$ cat config.mk
export PLATFORM = sky130hd
export DESIGN_NAME = rect_loop_tile_scheduler
export DESIGN_NICKNAME = d
export VERILOG_FILES = /design/src/rtl/rect_loop_tile_scheduler.sv
export SDC_FILE = /design/constraint.sdc
export NUM_CORES = 1
export LEC_CHECK = 0
export ABC_AREA = 1
export BUFFER_PORTS_ARGS = -buffer_cell sky130_fd_sc_hd__buf_2
export CORE_MARGIN = 2
export CORE_UTILIZATION = 25
export DETAILED_ROUTE_END_ITERATION = 7
export HOLD_SLACK_MARGIN = 0.12
export PLACE_DENSITY = 0.5
export SLEW_MARGIN = 20
export SYNTH_ARGS = -nofsm -noshare
export SYNTH_HDL_FRONTEND = slang
export SYNTH_SLANG_ARGS = --single-unit
$ cat constraint.sdc
create_clock -name clk -period 1.95 [get_ports clk]
set_input_delay 0.39 -clock clk [delete_from_list [all_inputs] [get_ports clk]]
set_output_delay 0.39 -clock clk [all_outputs]
set_load 0.05 [all_outputs]
$ cat src/rtl/rect_loop_tile_scheduler.sv
// Walks every 2x2 tile of a tile RAM through a rectangle-loop core and writes results back.
// Optional RECT_LOOP_SKIP_ZERO_EN: all-zero tiles bypass the core and write 0 directly.
module rect_loop_tile_scheduler #(
    parameter int TILE_ROWS = 4,
    parameter int TILE_COLS = 4,
    parameter int PARAM_W   = 12,
    parameter int CORE_LAT  = 1
) (
    input  logic                                        clk,
    input  logic                                        reset,
    input  logic                                        start,
    input  logic [PARAM_W-1:0]                          param,
    output logic                                        busy,
    output logic                                        done,
    output logic                                        rd_en,
    output logic [$clog2(TILE_ROWS*TILE_COLS)-1:0]      rd_addr,
    input  logic [3:0]                                  rd_data,
    output logic [PARAM_W-1:0]                          core_param,
    output logic [3:0]                                  core_m,
    input  logic [3:0]                                  core_m_out,
    output logic                                        wr_en,
    output logic [$clog2(TILE_ROWS*TILE_COLS)-1:0]      wr_addr,
    output logic [3:0]                                  wr_data,
    input  logic                                        wr_ready,
    output logic [$clog2(TILE_ROWS*TILE_COLS):0]        tile_cnt
);

    localparam int NT = TILE_ROWS * TILE_COLS;
    localparam int AW = $clog2(NT);
    localparam int LW = (CORE_LAT > 1) ? $clog2(CORE_LAT) : 1;
    localparam logic [AW-1:0] LAST_IDX = AW'(NT - 1);
    localparam logic [LW-1:0] LAT_LAST = LW'(CORE_LAT - 1);

    typedef enum logic [2:0] {
        S_IDLE,
        S_READ,
        S_RDWAIT,
        S_CORE,
        S_WRITE,
        S_DONE
    } state_t;

    state_t            state;
    state_t            state_nxt;
    logic [AW-1:0]     idx;
    logic [LW-1:0]     lat_cnt;
    logic [PARAM_W-1:0] param_q;
    logic [3:0]        tile_q;
    logic              skip_tile;
    logic [3:0]        result;

`ifdef RECT_LOOP_SKIP_ZERO_EN
    logic              skip_q;

    assign skip_tile = (rd_data == 4'b0000);
    assign result    = skip_q ? 4'b0000 : core_m_out;
`else
    assign skip_tile = 1'b0;
    assign result    = core_m_out;
`endif

    assign core_param = param_q;
    assign core_m     = tile_q;
    assign busy       = (state != S_IDLE);

    always_ff @(posedge clk or posedge reset) begin
        if (reset) begin
            state <= S_IDLE;
        end else begin
            state <= state_nxt;
        end
    end

    // The core output is registered, so the result is consumed during WRITE,
    // where core_m is still held and core_m_out therefore stays stable under stall.
    always_comb begin
        state_nxt = state;
        done      = 1'b0;
        rd_en     = 1'b0;
        rd_addr   = '0;
        wr_en     = 1'b0;
        wr_addr   = '0;
        wr_data   = '0;
        unique case (state)
            S_IDLE: begin
                if (start) begin
                    state_nxt = S_READ;
                end
            end
            S_READ: begin
                rd_en     = 1'b1;
                rd_addr   = idx;
                state_nxt = S_RDWAIT;
            end
            S_RDWAIT: begin
                state_nxt = skip_tile ? S_WRITE : S_CORE;
            end
            S_CORE: begin
                if (lat_cnt == LAT_LAST) begin
                    state_nxt = S_WRITE;
                end
            end
            S_WRITE: begin
                wr_en   = 1'b1;
                wr_addr = idx;
                wr_data = result;
                if (wr_ready) begin
                    state_nxt = (idx == LAST_IDX) ? S_DONE : S_READ;
                end
            end
            S_DONE: begin
                done      = 1'b1;
                state_nxt = S_IDLE;
            end
            default: begin
                state_nxt = S_IDLE;
            end
        endcase
    end

    always_ff @(posedge clk or posedge reset) begin
        if (reset) begin
            idx      <= '0;
            lat_cnt  <= '0;
            param_q  <= '0;
            tile_q   <= '0;
            tile_cnt <= '0;
`ifdef RECT_LOOP_SKIP_ZERO_EN
            skip_q   <= 1'b0;
`endif
        end else begin
            unique case (state)
                S_IDLE: begin
                    if (start) begin
                        param_q  <= param;
                        idx      <= '0;
                        tile_cnt <= '0;
                    end
                end
                S_RDWAIT: begin
                    // A bypassed tile leaves core_m at its previous value.
                    if (!skip_tile) begin
                        tile_q <= rd_data;
                    end
                    lat_cnt <= '0;
`ifdef RECT_LOOP_SKIP_ZERO_EN
                    skip_q  <= skip_tile;
`endif
                end
                S_CORE: begin
                    if (lat_cnt != LAT_LAST) begin
                        lat_cnt <= lat_cnt + 1'b1;
                    end
                end
                S_WRITE: begin
                    if (wr_ready) begin
                        tile_cnt <= tile_cnt + 1'b1;
                        if (idx != LAST_IDX) begin
                            idx <= idx + 1'b1;
                        end
                    end
                end
                default: begin
                end
            endcase
        end
    end

endmodule

==> summary.md, run 1 <==
| Metric | Value |
|---|---|
| Post-synth EDFFs | `0` |
| Internal cell power | `1.49 mW` |
| Req. time, crit path | `1.56 ns` |
| Max Slew Vio Count | `0` |
| Die width | `80.0 um` |
| Share of layout cells above drive strength 1 | `0.346` |
| Initial core utilization | `0.261` |
| Slew HR | `0.738` |
| Initial antenna violation count | `0` |
| Clock power frac | `0.149` |
| Switch Pwr | `1.65 mW` |
| Hold WC Path Type | `input pin to asynchronous set/reset pin` |
| Reg power frac | `0.302` |
| Largest family of logic cells by synthesized area | `simple AND/OR/NAND/NOR gates` |
| DR WL/cell | `10.5 um` |
| CTS tree | `done` |
| Final period util | `0.967` |
| Pwr dens | `1570 nW/um^2` |
| Ranking of synthesized cells by area | `dfrtp_1 (48%), nand2_1 (14%), inv_1 (9.1%)` |
| Syn avg cell area | `7.57 sq um` |
| Adder-Cell Fraction of Synth Area | `0.0173` |
| Cells after DPL | `323` |
| Final core utilization | `0.361` |
| Routed length on met1 | `1670 um` |
| Seq cells post-synth | `28` |
| CP max stage cell | `dfrtp_2` |
| DR vias | `1325` |
| Drt initial violations | `23` |
| Number of max-cap violations | `0` |
| Hold_buf cts | `0` |
| Synth Area in Compound Gates | `0.0649` |
| CTS clk-pin slew, worst paths | `0.10 ns` |
| Warnings, synthesis | `0` |
| Final ANT Viol Nets | `0` |
| Post-synthesis xor/xnor area fraction | `0` |
| # IOs | `61` |
| Clock root buffer | `clkbuf_8` |
| Worst-path maximum fanout | `5` |
| Nets | `284` |
| Hold Violations, Final | `0` |
| Delay-heaviest family, CP | `flip-flops` |
| DRC | `0` |
| Distinct cells, synth | `21` |
| Most common cell in the netlist | `nand2_1` |
| Layout area overhead | `38.4%` |
| Vias/cell | `4.03` |
| Mapped cell area | `1450 sq um` |
| I/O Buffers | `60` |
| Total Wirelength | `3470 um` |
| Total congestion overflow | `0` |
| Top sig layer | `met4` |
| Total Routing Usage GR | `0.114` |
| Cell taking the most area after synthesis | `dfrtp_1` |
| Worst VDD drop | `1.00 mV` |
| Switching Share | `0.526` |
| CP endpoint kind | `output pin` |
| CTS Buffer Depth | `2` |
| Final min period | `1.89 ns` |
| Slowest Stage Delay on Critical Path | `0.46 ns` |
| Simple-gate share of the synthesized area | `0.314` |
| Combinational Power Share | `0.549` |
| Critical Setup Path Class | `flop to output pin` |
| Clock latency on the worst-skew pair | `0.28 ns` |
| DRT Pass-1 Iters | `4` |
| Synth async-reset ratio | `1.00` |
| Clock sinks | `28` |
| Worst-Margin Slew | `0.392 ns` |
| Proportion of synthesized area in mux cells | `0.00693` |
| Hold slack | `0.149 ns` |
| # diodes | `0` |
| Die ar. | `6400 sq um` |
| Arrival time worst endpoint | `1.50 ns` |
| WL met3 | `244 um` |
| Worst setup margin | `0.0641 ns` |
| Cts bufs inserted | `3` |
| Fill count | `594` |
| Max frequency | `0.530 GHz` |
| Place WS | `0.241 ns` |
| Met2 wire length | `1540 um` |
| Post-Synthesis Cells | `191` |
| Top cell type's share of synthesized area | `0.485` |
| Largest net degree at the start of global routing | `29` |
| Post-detail-place hpwl | `2620 um` |
| Commonest cells post-synth | `nand2_1 (53), inv_1 (35), dfrtp_1 (28)` |
| Crit start category | `flop` |
| Sequential area share after synthesis | `0.485` |
| Num rows | `27` |
| Primary FF master, synth | `dfrtp_1` |
| Post-Syn Nets | `217` |
| H-tree depth | `1` |
| Vias in the first global route | `1298` |
| First-pass GRT wire length | `5800 um` |
| Crit-path cells | `buf_4 -> nor3_4 -> inv_4 -> nor2_4 -> buf_6` |
| RePlAce Congestion | `0.782` |
| Core Area | `5540 sq um` |
| Finished Layout Cells | `329` |
| DIE HEIGHT | `80.0 um` |
| Final clock skew | `0.00782 ns` |
| Design Power | `3.13 mW` |
| Final setup vio count | `0` |
| Run status | `finished clean` |
| P_leak | `1.15 nW` |
| Worst path bufs/invs | `3` |
[per-stage QoR]
stage	setup TNS (ns)	instance area (sq um)
after detailed placement	0	1880
final	0	2000
after CTS	0	1970
after floorplan	0	1490
after global routing	-0.0109	2000
after global placement	0	1880
[cell usage in the layout (no fill, tap or decap), drive strengths merged]
| master | count |
|---|---|
| inv | 36 |
| o21ai | 17 |
| mux2i | 1 |
| clkbuf | 3 |
| a21oi | 1 |
| ha | 2 |
| nand3 | 16 |
| nor3 | 2 |
| nand2 | 54 |
| nor2 | 28 |
| bufinv | 1 |
| nand4 | 2 |
| dfrtp | 28 |
| buf | 66 |
[layout make-up]
cell class | instances | area (sq um) | share of cell area
clock buffers | 3 | 41.3 | 0.0207
repair buffers | 66 | 370 | 0.185
multi-input cells | 123 | 627 | 0.314
clock inverters | 1 | 30.0 | 0.0150
flip-flops and latches | 28 | 703 | 0.352
inverters | 36 | 138 | 0.0688
well taps | 72 | 90.1 | 0.0451
[path summary, 6_finish.rpt]
path / from / end / slack [ns] / cells after the start
setup / recovery: state[1] / rd_addr[0] / 0.06 / 5
setup reg to reg: state[0] / core_param[0] / 0.48 / 4
min in group clk: rd_data[3] / core_m[3] / 0.34 / 3
max in group asynchronous: reset / core_param[10] / 1.50 / 3
hold reg to reg: core_m[3] / core_m[3] / 0.48 / 2
hold / removal: reset / core_param[2] / 0.15 / 3
[cells by family after synthesis]
logic type / count (synthesis)
AOI/OAI and AO/OA: 18
adders and majority gates: 2
buffers and inverters: 40
DFF: 28
muxes: 1
and+or+nand+nor: 102
[sequential cells by signal, summed over array words and instances, names as in the netlist]
register / cells
core_param: 12
idx: 4
state: 3
tile_cnt: 5
core_m: 4
[power groups by stage]
stage | combinational (mW) | sequential, mW | clock (mW)
4_1_cts | 1.69 | 0.959 | 0.486
2_1_floorplan | 0.771 | 1.49 | 0
6_report | 1.72 | 0.947 | 0.465
3_3_place_gp | 1.68 | 0.962 | 0
5_1_grt | 1.86 | 0.982 | 0.519
3_5_place_dp | 1.69 | 0.960 | 0
[metal layers]
| layer | vias to the layer above | global-route usage |
|---|---|---|
| met4 | 0 | 0.0305 |
| met2 | 46 | 0.191 |
| li1 | 711 | - |
| met5 | - | 0 |
| met3 | 2 | 0.0215 |
| met1 | 566 | 0.151 |
[timing repair]
| action | 4_1_cts | 5_1_grt |
|---|---|---|
| endpoints found under the setup margin | 12 | 5 |
| buffers inserted | 0 | 2 |
| resized for setup | 6 | 4 |
| pin swaps | 0 | 1 |
[tightest hold or removal path, stage by stage]
cell and delay, ns:
buf_2 0.09, inv_1 0.04, buf_4 0.33
Note: power is estimated with default switching activity, not from simulation.
==> run 2, diff against run 1 <==
--- a/config.mk
+++ b/config.mk
@@ -10,6 +10,7 @@
 export CORE_MARGIN = 2
 export CORE_UTILIZATION = 25
 export DETAILED_ROUTE_END_ITERATION = 7
+export GPL_TIMING_DRIVEN = 0
 export HOLD_SLACK_MARGIN = 0.12
 export PLACE_DENSITY = 0.5
 export SLEW_MARGIN = 20
==> summary.md, run 2 (same netlist as run 1, synthesis figures left out) <==
| Metric | Value |
|---|---|
| Run status | `finished clean` |
| Final period util | `0.966` |
| R2R Path Start | `state[1]` |
| Reg2Reg Depth | `8` |
| CP endpoint kind | `output pin` |
| Vias/cell | `4.18` |
| # IOs | `61` |
| Vias in the first global route | `1322` |
| Final setup vio count | `0` |
| Clock latency on the worst-skew pair | `0.28 ns` |
| Req. time, crit path | `1.56 ns` |
| Hold Violations, Final | `0` |
| Worst VDD drop | `0.784 mV` |
| Total congestion overflow | `0` |
| Clock power frac | `0.146` |
| CP startpoint | `state[1]` |
| Combinational Power Share | `0.565` |
| Core Area | `5540 sq um` |
| Die width | `80.0 um` |
| Final min period | `1.88 ns` |
| Most common cell after layout, fill and taps aside | `nand2_1` |
| Worst-path maximum fanout | `10` |
| Clock sinks | `28` |
| # diodes | `0` |
| Crit start category | `flop` |
| Hold_buf cts | `0` |
| Max frequency | `0.531 GHz` |
| Initial core utilization | `0.261` |
| R2R Path End | `core_param[10]` |
| Total Routing Usage GR | `0.115` |
| Final clock skew | `0.00744 ns` |
| DR WL/cell | `10.7 um` |
| Total Wirelength | `3540 um` |
| DR vias | `1389` |
| DRC | `0` |
| Die ar. | `6400 sq um` |
| Cts bufs inserted | `3` |
| Switching Share | `0.521` |
| Max Slew Vio Count | `0` |
| Reg power frac | `0.288` |
| Fill count | `605` |
| R2r setup slk | `0.44 ns` |
| H-tree depth | `1` |
| Initial antenna violation count | `0` |
| Num rows | `27` |
| DIE HEIGHT | `80.0 um` |
| Slew HR | `0.607` |
| CTS Buffer Depth | `2` |
| RePlAce Congestion | `0.768` |
| Switch Pwr | `1.68 mW` |
| Worst-Margin Slew | `0.588 ns` |
| Arrival time worst endpoint | `1.49 ns` |
| Layout area overhead | `42.8%` |
| RSZ-0062 raised after global routing | `false` |
| Clock root buffer | `clkbuf_8` |
| Hold WC Path Type | `input pin to asynchronous set/reset pin` |
| Nets | `287` |
| CP endpoint | `wr_data[1]` |
| Most frequent cells in the layout | `nand2_1 (52), buf_2 (48), inv_1 (33)` |
| CTS tree | `done` |
| Final core utilization | `0.372` |
| I/O Buffers | `60` |
| Critical Setup Path Class | `flop to output pin` |
| CTS clk-pin slew, worst paths | `0.11 ns` |
| P_leak | `1.17 nW` |
| Fin Setup TNS | `0 ns` |
| Internal cell power | `1.54 mW` |
| Largest net degree at the start of global routing | `29` |
| Number of max-cap violations | `0` |
| Max FFs per register | `12` |
| Share of layout cells above drive strength 1 | `0.369` |
| DRT Pass-1 Iters | `4` |
| Post-detail-place hpwl | `2620 um` |
| Drt initial violations | `44` |
| First-pass GRT wire length | `5920 um` |
| Final ANT Viol Nets | `0` |
| Pwr dens | `1560 nW/um^2` |
run 2: changes by cell type in the layout (fill, tap and decap cells not counted), sizes merged:
cell	delta
clkbuf	+1
buf	+2
run 2: area by class of cell:
class	instances	area, sq um	area share
multi-input cells	123	639	0.310
clock inverters	1	30.0	0.0146
clock buffers	3	41.3	0.0200
plain buffers	4	36.3	0.0176
well taps	72	90.1	0.0437
inverters	36	138	0.0667
repair buffers	65	385	0.187
flip-flops and latches	28	703	0.341
run 2: critical path, cell delays in order (launching register included):
cell,delay (ns)
dfrtp_1,0.38
buf_6,0.15
nor2_8,0.16
nand2_4,0.08
buf_8,0.14
nor2_1,0.12
buf_6,0.17
run 2: what timing repair did:
item | in CTS | in global routing
hold endpoints to repair | 0 | 0
buffers inserted | 0 | 5
pin swaps | 0 | 2
gates resized for setup | 15 | 12
setup endpoints to repair | 12 | 13
run 2: power by group through the flow:
stage / sequential [mW] / combinational (mW) / clock (mW)
after floorplan: 1.49 / 0.771 / 0
after global placement: 0.930 / 1.72 / 0
after detailed placement: 0.928 / 1.74 / 0
after CTS: 0.926 / 1.75 / 0.486
after global routing: 0.954 / 1.97 / 0.510
final: 0.927 / 1.82 / 0.471
run 2: metrics by stage:
step | cells | power, mW | setup WS [ns] | area, sq um | hold WS [ns]
final | 332 | 3.22 | 0.0654 | 2060 | 0.156
after global routing | 332 | 3.44 | 0.00107 | 2060 | 0.214
after CTS | 327 | 3.16 | 0.000225 | 1990 | 0.190
after detailed placement | 323 | 2.67 | 0.218 | 1880 | 0.461
after global placement | 323 | 2.65 | 0.225 | 1880 | 0.455
after floorplan | 191 | 2.26 | 0.0267 | 1490 | 0.455
run 2: worst min path at each step:
stage	from	to	slack (ns)	depth (start not counted)
after floorplan	reset	core_m[0]	0.46	1
after global placement	core_m[2]	core_m[2]	0.46	2
after detailed placement	core_m[1]	core_m[1]	0.46	2
after CTS	reset	core_m[1]	0.19	2
after global routing	reset	core_m[1]	0.21	2
final	reset	idx[3]	0.16	2
run 2: routing by layer:
layer,track usage,vias to the layer above,part of all wire
li1,-,719,-
met1,0.154,620,0.47
met2,0.188,48,0.45
met3,0.0351,2,0.077
met4,0.0153,0,0.0023
met5,0,-,0
==> run 3, diff against run 2 <==
--- a/config.mk
+++ b/config.mk
@@ -5,14 +5,14 @@
 export SDC_FILE = /design/constraint.sdc
 export NUM_CORES = 1
 export LEC_CHECK = 0
-export ABC_AREA = 1
 export BUFFER_PORTS_ARGS = -buffer_cell sky130_fd_sc_hd__buf_2
 export CORE_MARGIN = 2
 export CORE_UTILIZATION = 25
 export DETAILED_ROUTE_END_ITERATION = 7
 export GPL_TIMING_DRIVEN = 0
 export HOLD_SLACK_MARGIN = 0.12
-export PLACE_DENSITY = 0.5
+export PLACE_DENSITY = 0.51
+export REMOVE_ABC_BUFFERS = 1
 export SLEW_MARGIN = 20
 export SYNTH_ARGS = -nofsm -noshare
 export SYNTH_HDL_FRONTEND = slang
==> summary.md, run 3 <==
| Metric | Value |
|---|---|
| Commonest cells post-synth | `dfrtp_1 (28), mux2_2 (17), and2_1 (11)` |
| R2R Path Start | `state[2]` |
| Clock latency on the worst-skew pair | `0.27 ns` |
| Mapped cell area | `1390 sq um` |
| Hold Violations, Final | `0` |
| Critical Setup Path Class | `flop to output pin` |
| Initial core utilization | `0.256` |
| Die width | `78.6 um` |
| Final clock skew | `0.00270 ns` |
| Number of max-cap violations | `0` |
| Synth async-reset ratio | `1.00` |
| Failing checks | `negative setup slack` |
| Hold_buf cts | `0` |
| Final setup vio count | `5` |
| Layout area overhead | `41.5%` |
| I/O Buffers | `60` |
| Total congestion overflow | `0` |
| H-tree depth | `1` |
| DRT Pass-1 Iters | `3` |
| Hold slack | `0.167 ns` |
| # diodes | `0` |
| DR vias | `1168` |
| Clock root buffer | `clkbuf_8` |
| Share of layout cells above drive strength 1 | `0.572` |
| Design Area, Final | `1970 sq um` |
| CTS tree | `done` |
| First-pass GRT wire length | `5230 um` |
| Most frequent cells in the layout | `buf_2 (48), dfrtp_1 (25), mux2_2 (17)` |
| Syn avg cell area | `11.5 sq um` |
| Most common cell after layout, fill and taps aside | `buf_2` |
| Drt initial violations | `40` |
| Seq cells post-synth | `28` |
| CP endpoint | `wr_data[0]` |
| Distinct cells, synth | `36` |
| Clock sinks | `28` |
| DIE HEIGHT | `78.6 um` |
| Final period util | `1.01` |
| R2R Path End | `core_param[0]` |
| Place WS | `-0.0742 ns` |
| Core Area | `5440 sq um` |
| Total Wirelength | `3280 um` |
| CTS clk-pin slew, worst paths | `0.10 ns` |
| CP startpoint | `state[0]` |
| CTS Buffer Depth | `2` |
| Post-Synthesis Cells | `121` |
| P_leak | `0.929 nW` |
| Max Slew Vio Count | `0` |
| Die ar. | `6170 sq um` |
| Worst-Margin Slew | `0.616 ns` |
| Worst-path maximum fanout | `9` |
| RSZ-0062 raised after global routing | `true` |
| Run status | `complete, but fails checks` |
| Vias in the first global route | `1140` |
| Total Routing Usage GR | `0.105` |
| Nets | `214` |
| Pwr dens | `1700 nW/um^2` |
| # IOs | `61` |
| Post-place instance area | `1740 sq um` |
| Final min period | `1.98 ns` |
| Hold WC Path Type | `input pin to asynchronous set/reset pin` |
| Crit start category | `flop` |
| Slew HR | `0.589` |
| Ranking of synthesized cells by area | `dfrtp_1 (50%), mux2_2 (14%), and2_1 (5.0%)` |
| Num rows | `27` |
| RePlAce Congestion | `0.729` |
| Max frequency | `0.506 GHz` |
| Post-synth EDFFs | `0` |
| Warnings, synthesis | `0` |
| Max FFs per register | `12` |
| Sequential area share after synthesis | `0.504` |
| DRC | `0` |
| Most common cell in the netlist | `dfrtp_1` |
| Worst setup margin | `-0.0268 ns` |
| Largest net degree at the start of global routing | `29` |
| Cts bufs inserted | `3` |
| Req. time, crit path | `1.56 ns` |
| Worst VDD drop | `0.817 mV` |
| Primary FF master, synth | `dfrtp_1` |
| Cell taking the most area after synthesis | `dfrtp_1` |
| Top cell type's share of synthesized area | `0.504` |
| Final ANT Viol Nets | `0` |
| Vias/cell | `4.51` |
| Reg2Reg Depth | `4` |
| DR WL/cell | `12.7 um` |
| Post-detail-place hpwl | `2190 um` |
| Arrival time worst endpoint | `1.59 ns` |
| R2r setup slk | `0.14 ns` |
| CP endpoint kind | `output pin` |
| Initial antenna violation count | `0` |
## run 3: cell types whose count changed after synthesis, moves of 3 or more
cell	change
nand3_2	-3
mux2_2	+17
inv_1	-30
mux2i_1	+3
nand2_1	-48
nor3b_1	+3
and2_1	+11
nand3_1	-8
nor2_1	-21
o21ai_0	-11
## run 3: metal layers
metal  routed length (um)  track usage  up-vias
met5                    0            0        -
met4                   16       0.0333        0
met3                  133       0.0218        2
met2                 1610        0.170       27
met1                 1520        0.140      580
li1                     -            -      559
## run 3: how the worst min path moves through the flow
stage | startpoint | end | slack, ns | depth (start not counted)
floorplan | reset | core_m[0] | 0.46 | 1
global placement | core_param[8] | core_param[8] | 0.49 | 1
detailed placement | core_param[3] | core_param[3] | 0.49 | 1
CTS | reset | tile_cnt[0] | 0.21 | 2
global route | reset | tile_cnt[0] | 0.23 | 2
finish | reset | tile_cnt[0] | 0.17 | 2
## run 3: per-stage QoR
stage	setup TNS, ns	std cells	power [mW]	utilization
finish	-0.0427	259	3.35	0.362
global route	-0.549	259	3.55	0.362
CTS	-0.115	259	3.37	0.354
detailed placement	-1.23	247	2.82	0.320
global placement	-1.52	247	2.82	0.320
floorplan	-5.57	115	2.41	-
## run 3: critical path, stage by stage (launching register included)
cell,delay (ns)
dfrtp_2,0.45
or3b_4,0.45
inv_8,0.10
and2_1,0.15
buf_6,0.16
## run 3: power by group
| group | switching [mW] | leakage, nW | internal, mW |
|---|---|---|---|
| Clock | 0.185 | 0.0288 | 0.181 |
| Combinational | 1.37 | 0.554 | 0.645 |
| Sequential | 0.143 | 0.347 | 0.826 |
## run 3: repair_timing
action / CTS / global route
cloned: 0 / 0
endpoints found under the hold margin: 0 / 0
setup endpoints to repair: 26 / 13
gates resized for setup: 24 / 17
pin swaps: 1 / 1
setup buffers: 8 / 0
## run 3: layout make-up
class,count,area (sq um)
fillers,569,3470
flip-flops and latches,28,704
multi-input cells,81,656
repair buffers,68,432
well taps,72,90.1
clock buffers,4,55.1
inverters,6,30.0
## run 3: cell families after synthesis
group | after synthesis | synth area share
compound gates | 16 | 0.0864
xor+xnor | 1 | 0.00630
fa+ha+maj | 2 | 0.0180
buf+inv | 12 | 0.0459
flops | 28 | 0.504
mux | 21 | 0.167
simple gates | 41 | 0.173
